### config.mk
export PLATFORM = sky130hd
export DESIGN_NAME = rr_arb_64b
export DESIGN_NICKNAME = d
export VERILOG_FILES = /design/src/rtl/rr_arb_64b_pkg.sv /design/src/rtl/rr_arb_64b_pri.sv /design/src/rtl/rr_arb_64b.sv
export SDC_FILE = /design/constraint.sdc
export NUM_CORES = 1
export LEC_CHECK = 0
export ABC_AREA = 1
export BUFFER_PORTS_ARGS = -buffer_cell sky130_fd_sc_hd__buf_2
export CAP_MARGIN = 10
export CORE_MARGIN = 2
export CORE_UTILIZATION = 27
export CTS_CLUSTER_DIAMETER = 50
export CTS_CLUSTER_SIZE = 8
export DETAILED_ROUTE_END_ITERATION = 6
export GPL_TIMING_DRIVEN = 0
export SYNTH_ARGS = -nofsm -noshare
export SYNTH_HDL_FRONTEND = slang
export SYNTH_SLANG_ARGS = --single-unit
### constraint.sdc
create_clock -name clk_i -period 2.4 [get_ports clk_i]
set_input_delay 0.36 -clock clk_i [delete_from_list [all_inputs] [get_ports clk_i]]
set_output_delay 0.36 -clock clk_i [all_outputs]
set_load 0.05 [all_outputs]
### src/rtl/rr_arb_64b_pkg.sv
// Shared types and helpers for the 64-requester round-robin arbiter.
package arb_pkg;

    localparam int unsigned NREQ  = 64;
    localparam int unsigned IDX_W = 6;

    typedef enum logic [1:0] {
        IDLE,
        ARB,
        GRANT
    } arb_state_t;

    // Binary index of a one-hot vector; 0 for an all-zero vector.
    function automatic logic [IDX_W-1:0] onehot2idx(input logic [NREQ-1:0] oh);
        logic [IDX_W-1:0] idx;
        idx = '0;
        for (int unsigned i = 0; i < NREQ; i++) begin
            if (oh[i]) begin
                idx = idx | IDX_W'(i);
            end
        end
        return idx;
    endfunction

    // Bits strictly above k; k = NREQ-1 yields all zeros.
    function automatic logic [NREQ-1:0] mask_above(input logic [IDX_W-1:0] k);
        logic [NREQ-1:0] m;
        m = {NREQ{1'b1}} << k;
        return m << 1;
    endfunction

endpackage

### src/rtl/rr_arb_64b_pri.sv
// Lowest-index-first priority picker: one-hot of the lowest set request bit.
module pri_64b
    import arb_pkg::*;
#(
    parameter logic OUT_REG = 1'b0
) (
    input  logic            clk_i,
    input  logic            rst_n_i,
    input  logic            init_i,
    input  logic [NREQ-1:0] req_i,
    output logic [NREQ-1:0] pri_o
);

    localparam logic [NREQ-1:0] ONE = NREQ'(1);

    logic [NREQ-1:0] pri_c;
    logic [NREQ-1:0] pri_q;

    // Two's-complement isolate of the lowest set bit, gated by init_i.
    always_comb begin
        pri_c = '0;
        if (init_i) begin
            pri_c = req_i & (~req_i + ONE);
        end
    end

    // Optional output register; bypassed when OUT_REG is 0.
    always_ff @(posedge clk_i or negedge rst_n_i) begin
        if (!rst_n_i) begin
            pri_q <= '0;
        end else begin
            pri_q <= pri_c;
        end
    end

    assign pri_o = OUT_REG ? pri_q : pri_c;

endmodule

### src/rtl/rr_arb_64b.sv
// Round-robin arbiter for 64 requesters with registered one-hot grant,
// optional grant lock and hold limit to force rotation.
module rr_arb_64b
    import arb_pkg::*;
#(
    parameter int unsigned MAX_HOLD = 16,
    parameter logic        LOCK_EN  = 1'b1
) (
    input  logic             clk_i,
    input  logic             rst_n_i,
    input  logic             en_i,
    input  logic [NREQ-1:0]  req_i,
    output logic [NREQ-1:0]  gnt_o,
    output logic             gnt_vld_o,
    output logic [IDX_W-1:0] gnt_idx_o,
    output logic             busy_o
);

    localparam logic [15:0]     HOLD_LIM = 16'(MAX_HOLD);
    localparam logic            HOLD_EN  = (MAX_HOLD != 0);
    localparam logic [NREQ-1:0] ONE      = NREQ'(1);

    arb_state_t       state_q, state_d;
    logic [NREQ-1:0]  gnt_q,   gnt_d;
    logic [IDX_W-1:0] idx_q,   idx_d;
    logic [15:0]      hold_q,  hold_d;
    logic [NREQ-1:0]  mask_q,  mask_d;

    logic [NREQ-1:0]  req_masked;
    logic [NREQ-1:0]  pri_mask;
    logic [NREQ-1:0]  pri_raw;
    logic [NREQ-1:0]  sel;
    logic [NREQ-1:0]  cur_bit;
    logic [NREQ-1:0]  req_others;
    logic             rel;

    assign req_masked = req_i & mask_q;

    pri_64b #(.OUT_REG(1'b0)) u_pri_mask (
        .clk_i   (clk_i),
        .rst_n_i (rst_n_i),
        .init_i  (1'b1),
        .req_i   (req_masked),
        .pri_o   (pri_mask)
    );

    pri_64b #(.OUT_REG(1'b0)) u_pri_raw (
        .clk_i   (clk_i),
        .rst_n_i (rst_n_i),
        .init_i  (1'b1),
        .req_i   (req_i),
        .pri_o   (pri_raw)
    );

    // Prefer requesters above the last grantee; wrap to the lowest otherwise.
    always_comb begin
        sel = pri_raw;
        if (|pri_mask) begin
            sel = pri_mask;
        end
    end

    // Release test for the current grant and the remaining competitors.
    always_comb begin
        cur_bit    = ONE << idx_q;
        req_others = req_i & ~cur_bit;
        rel        = !req_i[idx_q] || (HOLD_EN && (hold_q == HOLD_LIM)) || !LOCK_EN;
    end

    // Next-state and registered-output logic for the arbitration FSM.
    always_comb begin
        state_d = state_q;
        gnt_d   = gnt_q;
        idx_d   = idx_q;
        hold_d  = hold_q;
        mask_d  = mask_q;
        case (state_q)
            IDLE: begin
                gnt_d = '0;
                idx_d = '0;
                if (en_i && |req_i) begin
                    state_d = ARB;
                end
            end
            ARB: begin
                if (en_i && |sel) begin
                    gnt_d   = sel;
                    idx_d   = onehot2idx(sel);
                    hold_d  = 16'd1;
                    state_d = GRANT;
                end else begin
                    state_d = IDLE;
                end
            end
            GRANT: begin
                if (rel) begin
                    gnt_d   = '0;
                    idx_d   = '0;
                    hold_d  = '0;
                    mask_d  = mask_above(idx_q);
                    state_d = (en_i && |req_others) ? ARB : IDLE;
                end else if (hold_q != 16'hFFFF) begin
                    hold_d = hold_q + 16'd1;
                end
            end
            default: begin
                state_d = IDLE;
                gnt_d   = '0;
                idx_d   = '0;
            end
        endcase
    end

    // State and output registers with asynchronous active-low reset.
    always_ff @(posedge clk_i or negedge rst_n_i) begin
        if (!rst_n_i) begin
            state_q <= IDLE;
            gnt_q   <= '0;
            idx_q   <= '0;
            hold_q  <= '0;
            mask_q  <= '1;
        end else begin
            state_q <= state_d;
            gnt_q   <= gnt_d;
            idx_q   <= idx_d;
            hold_q  <= hold_d;
            mask_q  <= mask_d;
        end
    end

    assign gnt_o     = gnt_q;
    assign gnt_idx_o = idx_q;
    assign gnt_vld_o = |gnt_q;
    assign busy_o    = (state_q != IDLE);

endmodule

==> run summary, run 1 <==
YS warnings -> 0
register area share after synthesis -> 0.295
Total GRT Usage -> 0.310
met1 Usage GRT -> 0.422
placed cells -> 2980
CP max FO -> 10
final WL -> 79.3 mm
post-detail-place hpwl -> 65.3 mm
met3 Usage GRT -> 0.0513
Antenna Cells -> 0
M2 GR Usage -> 0.486
multi-input logic area -> 9410 um2
CTS tree -> done
worst path required time -> 2.77 ns
top_reg_cell synth -> dfrtp_1
drt initial violations -> 1813
num ports -> 139
gpl congestion -> 1.03
Worst Hold Class -> in2reg
register area -> 3890 um2
leakage power -> 0.00871 uW
die area -> 50500 um2
CP Capture Type -> register
final critical-path required period -> 3.51 ns
vias in the first global route -> 16.0k
Sink Count -> 152
Synth Area in Adders -> 0.00190
slew margin rel. -> 0.363
worst slack, placed -> -1.88 ns
Peak Freq -> 285 MHz
Bufs on Longest Clock Path -> 2
Clk pin slew, worst setup/hold paths -> 0.08 ns
post-synthesis mux area share -> 0
most frequent cells in the layout -> 521 x nand2_1, 305 x nor2_1, 240 x inv_1, 137 x buf_2, 123 x nand2_2
pwr dens -> 1460 nW/um2
register bit total from synthesis -> 152
Setup WS post-layout -> -1.11 ns
main combinational cell family by area after synthesis -> simple AND/OR/NAND/NOR gates
ys async rst share -> 1.00
Fin. Hold Viols -> 0
Finished Layout Cells -> 3089
simple-gate portion of the synthesized area -> 0.457
Worst-Skew Late Latency -> 0.48 ns
Pre-antenna DRT Iters -> 6
Starting Density -> 0.274
Mapped Area -> 13200 um2
routed vias/inst -> 5.52
RSZ-0062 raised after global routing -> true
die width -> 225 um
Worst Tran Pin Value -> 0.946 ns
worst setup path category -> reg2reg
Post-synth EDFFs -> 0
Congestion Overflow GR -> 0
core box area -> 47900 um2
P&R area growth vs syn -> 36.7%
Post-Syn Instances -> 2227
# DRC -> 0
post-synth cell types -> 51
DR WL/cell -> 25.7 um
Startpoint Class -> register
first-pass GRT wire length -> 111 mm
fin nets -> 2530
share of cells above drive strength 1 -> 0.300
Syn Nets -> 2296
result of the run -> finished with violations
post-synthesis compound-gate area fraction -> 0.140
Max Cap Violations -> 0
max-slew violations -> 0
htree depth -> 4
Peak VDD IR -> 1.02 mV
Filler Cell Count -> 5270
setup violators final -> 153
largest net degree at the start of global routing -> 90
initial antenna violation count -> 1
GR peak layer -> met2
period utilisation layout -> 1.46
failing checks -> setup timing
critical path arrival -> 3.88 ns
row count -> 80
commonest non-fill, non-tap cell in the layout -> nand2_1
Die Y -> 225 um
detailed-route via count -> 17.0k
Buffers on Ports -> 137
clock skew -> 0.0170 ns
Mean Syn Cell Area -> 5.91 um2
XOR/XNOR share of the synthesized area -> 0.00333
Root Driver -> clkbuf_16
total CTS buffers -> 17
remaining antenna violation count after routing -> 0
==> critical path, cell delays in order (launching register included) <==
cell and delay [ns]:
dfstp_2 0.54, nand2_1 0.17, nand2_2 0.12, nor2_1 0.06, nand2_1 0.10, nor2_1 0.07
nand2_1 0.19, nand2_1 0.08, nor2_1 0.09, nand2_1 0.07, nor2_2 0.15, nand2_2 0.08
nor2_4 0.19, nand3_4 0.14, clkbuf_16 0.19, buf_12 0.15, o21ai_4 0.19, nand2_1 0.08
nor2_1 0.13, nand2_1 0.10, nor2_2 0.17, nand3_2 0.11, nand2_4 0.15, nand2_2 0.06
==> routing by layer <==
metal	up-vias	wire length [um]	share of wire
li1	7791	-	-
met2	873	34600	0.44
met4	0	4110	0.052
met5	-	0	0
met3	175	6460	0.081
met1	8210	34100	0.43
==> final timing paths <==
check                                       start                       end  slack [ns]  cells after the start
setup / recovery           mask_q[10]$_DFFE_PN1P_  gnt_idx_o[3]$_DFFE_PN0P_       -1.11                     23
hold / removal                               en_i    state_q[0]$_DFFE_PN0P_        0.15                      3
setup reg to reg           mask_q[10]$_DFFE_PN1P_  gnt_idx_o[3]$_DFFE_PN0P_       -1.11                     23
hold reg to reg            mask_q[24]$_DFFE_PN1P_    mask_q[24]$_DFFE_PN1P_        0.47                      2
max in group asynchronous                 rst_n_i  gnt_idx_o[4]$_DFFE_PN0P_        1.01                      3
min in group asynchronous                 rst_n_i     gnt_o[58]$_DFFE_PN0P_        0.45                      2
==> final cells by class <==
class / instances / share of cell area
Tap cell: 615 / 0.0428
Clock buffer: 21 / 0.0268
Timing Repair Buffer: 216 / 0.0816
Clock inverter: 11 / 0.00619
Sequential cell: 152 / 0.216
Multi-Input combinational cell: 1742 / 0.524
Inverter: 260 / 0.0568
Buffer: 72 / 0.0459
==> cell usage after synthesis (3+ instances only) <==
cell | n | area [um2]
nor3b_1 | 3 | 22.5
nand4_1 | 84 | 526
buf_2 | 30 | 150
xor2_1 | 4 | 35.0
a22o_1 | 16 | 140
a2111oi_0 | 3 | 26.3
o221ai_1 | 4 | 35.0
a22oi_1 | 4 | 30.0
nor2_1 | 396 | 1490
nand3_1 | 120 | 601
nor4_1 | 44 | 275
nand2_1 | 667 | 2500
a31oi_1 | 24 | 150
inv_1 | 250 | 938
o21bai_1 | 5 | 37.5
dfstp_2 | 64 | 1680
inv_2 | 10 | 37.5
o21ai_1 | 26 | 130
buf_6 | 5 | 56.3
dfrtp_1 | 88 | 2200
o31ai_1 | 4 | 30.0
a21oi_1 | 30 | 150
nand3b_1 | 10 | 75.1
clkbuf_1 | 30 | 113
o21ai_0 | 172 | 861
nor3_1 | 55 | 275
o22ai_1 | 23 | 144
nand2_2 | 9 | 56.3
nor2_4 | 3 | 33.8
nor2_2 | 9 | 56.3
buf_4 | 6 | 45.0
o211ai_1 | 5 | 37.5
==> where the power goes <==
group	internal, uW	leakage (uW)	switching (uW)
Sequential	3780	0.00188	863
Combinational	6220	0.00655	12700
Clock	1550	0.000286	1220
==> kinds of logic after synthesis <==
family                   Yosys count
AO/OA/AOI/OAI                    324
XOR/XNOR                           5
adder cells (fa/ha/maj)            2
buffers and inverters            333
flip-flops                       152
AND/OR/NAND/NOR                 1411
==> per-stage QoR <==
stage | instance area (um2) | setup TNS [ns] | total power (uW) | hold WS, ns | utilization
after floorplan | 13400 | -1.65 | 13600 | 0.0644 | -
after global placement | 14900 | -372.03 | 18700 | 0.460 | 0.310
after detailed placement | 14900 | -225.74 | 18700 | 0.397 | 0.311
after CTS | 17000 | -88.64 | 23800 | 0.133 | 0.354
after global routing | 18000 | -85.87 | 27600 | 0.171 | 0.375
final | 18000 | -73.05 | 26300 | 0.151 | 0.375
==> registers in the layout (all words and copies together), names as in the netlist <==
register   count
mask_q        64
gnt_idx_o      6
hold_q        16
gnt_o         64
state_q        2
==> repair_timing <==
| item | 4_1_cts | 5_1_grt |
|---|---|---|
| gates cloned | 3 | 5 |
| pin swaps | 33 | 65 |
| setup endpoints to repair | 153 | 153 |
| resized for setup | 307 | 234 |
| hold buffers | 1 | 0 |
| setup buffers | 50 | 19 |
| endpoints found under the hold margin | 62 | 0 |
Power figures use the tool's default switching activity.
==> run 2, diff against run 1 <==
CORE_MARGIN = not set   (was 2)
CTS_BUF_LIST = sky130_fd_sc_hd__clkbuf_8 sky130_fd_sc_hd__clkbuf_16   (was not set)
SETUP_SLACK_MARGIN = 0.05   (was not set)
==> run 2 against run 1 <==
Effect of this change: global-route usage grew 2.1 points; non-clock buffer count grew 82; sequential share of layout area shrank 2.5 points; combinational power grew 24%; critical path depth shrank 1; the run ends with DRC, setup timing left; utilization grew 5.0 points; via count grew 2.6%; final cell count grew 2.6%; die area shrank 1.8%; count of clock-buffer cells in the layout is the same; total power grew 18%.
==> run summary, run 2 (synthesis gave the netlist of run 1 again) <==
drt initial violations -> 1916 (+5.7%)
commonest non-fill, non-tap cell in the layout -> nand2_1
P&R area growth vs syn -> 54.5%
clock skew -> 0.0200 ns (+0.00303 ns)
final critical-path required period -> 3.53 ns (+0.0205 ns)
Congestion Overflow GR -> 0 (unchanged)
Worst Tran Pin Value -> 1.34 ns (+0.392 ns)
r2r worst-path depth -> 22 (-4.3%)
Peak VDD IR -> 0.814 mV (-20%)
Switching Share -> 0.545 (-0.0155)
Cell Int Power -> 14100 uW (+22%)
Max Cap Violations -> 0 (unchanged)
period utilisation layout -> 1.47 (+0.00854)
largest net degree at the start of global routing -> 92 (+2.2%)
first-pass GRT wire length -> 116 mm (+4.6%)
final WL -> 83.3 mm (+5.1%)
Startpoint Class -> register
Placed Area -> 15000 um2 (+0.29%)
DR WL/cell -> 26.3 um (+2.4%)
die width -> 223 um (-0.89%)
core box area -> 47800 um2 (-0.21%)
Psw -> 16900 uW (+15%)
Hold EP -> state_q[0]$_DFFE_PN0P_
critical path arrival -> 3.93 ns (+0.05 ns)
Clock power frac -> 0.088 (-0.017)
Pre-antenna DRT Iters -> 7 (+1)
vias in the first global route -> 16.5k (+3.4%)
Finished Layout Cells -> 3170 (+2.6%)
hold depth -> 3 (unchanged)
max-slew violations -> 0 (unchanged)
leakage power -> 0.00980 uW (+12%)
row count -> 80 (unchanged)
pwr dens -> 1530 nW/um2 (+4.3%)
num ports -> 139 (unchanged)
routed vias/inst -> 5.52 (about the same)
Starting Density -> 0.275 (+0.000574)
Fin. Hold Viols -> 0 (unchanged)
Hold Path Origin -> en_i
Buffers on Ports -> 137 (unchanged)
slew margin rel. -> 0.0999 (-0.263)
Clk pin slew, worst setup/hold paths -> 0.07 ns (about the same)
reg2reg setup slack -> -1.13 ns (-0.02 ns)
worst setup path category -> reg2reg
htree depth -> 4 (unchanged)
post-detail-place hpwl -> 65.9 mm (+0.94%)
Bufs on Longest Clock Path -> 2 (unchanged)
design area -> 20300 um2 (+13%)
setup violators final -> 153 (unchanged)
combinational group share of total power -> 0.758 (+0.040)
remaining antenna violation count after routing -> 0 (unchanged)
fin nets -> 2612 (+3.2%)
worst r2r dst -> gnt_idx_o[3]$_DFFE_PN0P_
Setup WS post-layout -> -1.13 ns (-0.0205 ns)
share of cells above drive strength 1 -> 0.398 (+0.0985)
Root Driver -> clkbuf_16
Antenna Cells -> 0 (unchanged)
Worst-Skew Late Latency -> 0.51 ns (+0.03 ns)
RSZ-0062 raised after global routing -> true
Total GRT Usage -> 0.331 (+0.0207)
Die Y -> 223 um (-0.89%)
CTS tree -> done
detailed-route via count -> 17.5k (+2.6%)
gpl congestion -> 1.03 (+0.88%)
result of the run -> finished with violations
CP max FO -> 10 (unchanged)
die area -> 49600 um2 (-1.8%)
Sink Count -> 152 (unchanged)
initial antenna violation count -> 1 (unchanged)
CP Capture Type -> register
Peak Freq -> 284 MHz (-0.58%)
# DRC -> 3 (+3)
worst path required time -> 2.80 ns (+0.03 ns)
Worst Hold Class -> in2reg
sequential fraction of design power -> 0.153 (-0.023)
failing checks -> DRC, setup timing
FF-to-FF Start -> mask_q[1]$_DFFE_PN1P_
placed cells -> 2980 (unchanged)
most frequent cells in the layout -> 435 x nand2_1, 278 x nor2_1, 242 x inv_1, 170 x nand2_2, 135 x buf_2
total CTS buffers -> 17 (unchanged)
## run 2: cell types whose count changed in the layout (fill, tap and decap cells not counted), moves of 12 or more
cell / change
nand2_4: +35
o21ai_2: +26
a21oi_1: -12
buf_4: +31
o21ai_4: +21
buf_12: +27
nand2_1: -86
o21ai_0: -68
nor2_2: +16
nor2_1: -27
o21ai_1: +21
nand2_2: +47
## run 2: area by class of cell
cell class | count | area, um2
fill | 5026 | 27500
multi-input combinational | 1742 | 10600
sequential | 152 | 3890
timing repair buffer | 305 | 2660
inverter | 260 | 1030
buffer | 65 | 827
tap | 615 | 769
clock buffer | 21 | 514
clock inverter | 10 | 65.1
## run 2: per-stage QoR
| stage | power [uW] | util | hold slack (ns) | setup WS (ns) | TNS, ns |
|---|---|---|---|---|---|
| floorplan | 13700 | - | 0.0644 | -0.147 | -1.77 |
| global placement | 19000 | 0.312 | 0.460 | -2.05 | -349.57 |
| detailed placement | 19100 | 0.313 | 0.391 | -1.99 | -200.85 |
| CTS | 27700 | 0.392 | 0.117 | -0.993 | -73.52 |
| global route | 32300 | 0.425 | 0.156 | -1.26 | -91.36 |
| finish | 31000 | 0.425 | 0.145 | -1.13 | -81.80 |
## run 2: routing by layer
metal	vias to the layer above	global-route usage	routed length (um)	part of all wire
met3	217	0.0566	6750	0.081
met1	8419	0.439	34900	0.42
met5	-	0	0	0
met2	902	0.508	36500	0.44
li1	7956	-	-	-
met4	0	0.182	5150	0.062
## run 2: critical path: stages (launching register included)
cell,delay [ns]
dfstp_2,0.39
nand2_2,0.10
nand2_4,0.08
nor2_4,0.21
nand2_4,0.12
nor2_4,0.23
nand2_2,0.12
nor2_2,0.17
inv_1,0.17
nand3_2,0.15
nor3b_4,0.07
nand3_4,0.15
buf_12,0.15
buf_12,0.17
nand2_1,0.08
nand2_2,0.10
nand2_2,0.10
nor2_4,0.25
nand2_1,0.12
nor2_2,0.18
nand3_2,0.11
nand2_4,0.12
nand2_2,0.05
## run 2: timing repair
| item | 4_1_cts | 5_1_grt |
|---|---|---|
| hold endpoints to repair | 60 | 0 |
| setup endpoints to repair | 153 | 153 |
| buffers inserted | 97 | 62 |
| gates resized for setup | 601 | 322 |
| pin swaps | 57 | 96 |
| hold buffers | 1 | 0 |
| gates cloned | 15 | 7 |
## run 2: how the worst max path moves through the flow
stage	from	end	cells past startpoint
finish	mask_q[1]$_DFFE_PN1P_	gnt_idx_o[3]$_DFFE_PN0P_	22
global route	mask_q[9]$_DFFE_PN1P_	gnt_idx_o[4]$_DFFE_PN0P_	24
CTS	mask_q[1]$_DFFE_PN1P_	gnt_idx_o[3]$_DFFE_PN0P_	25
detailed placement	req_i[30]	gnt_idx_o[3]$_DFFE_PN0P_	25
global placement	req_i[30]	gnt_idx_o[3]$_DFFE_PN0P_	25
floorplan	mask_q[0]$_DFFE_PN1P_	gnt_idx_o[3]$_DFFE_PN0P_	24
## run 2: power by group through the flow
stage               Sequential, uW  Combinational, uW  Clock, uW
floorplan                     5440               8230          0
global placement              4480              14500          0
detailed placement            4540              14500          0
CTS                           4630              20300       2780
global route                  4840              24600       2850
finish                        4760              23500       2740
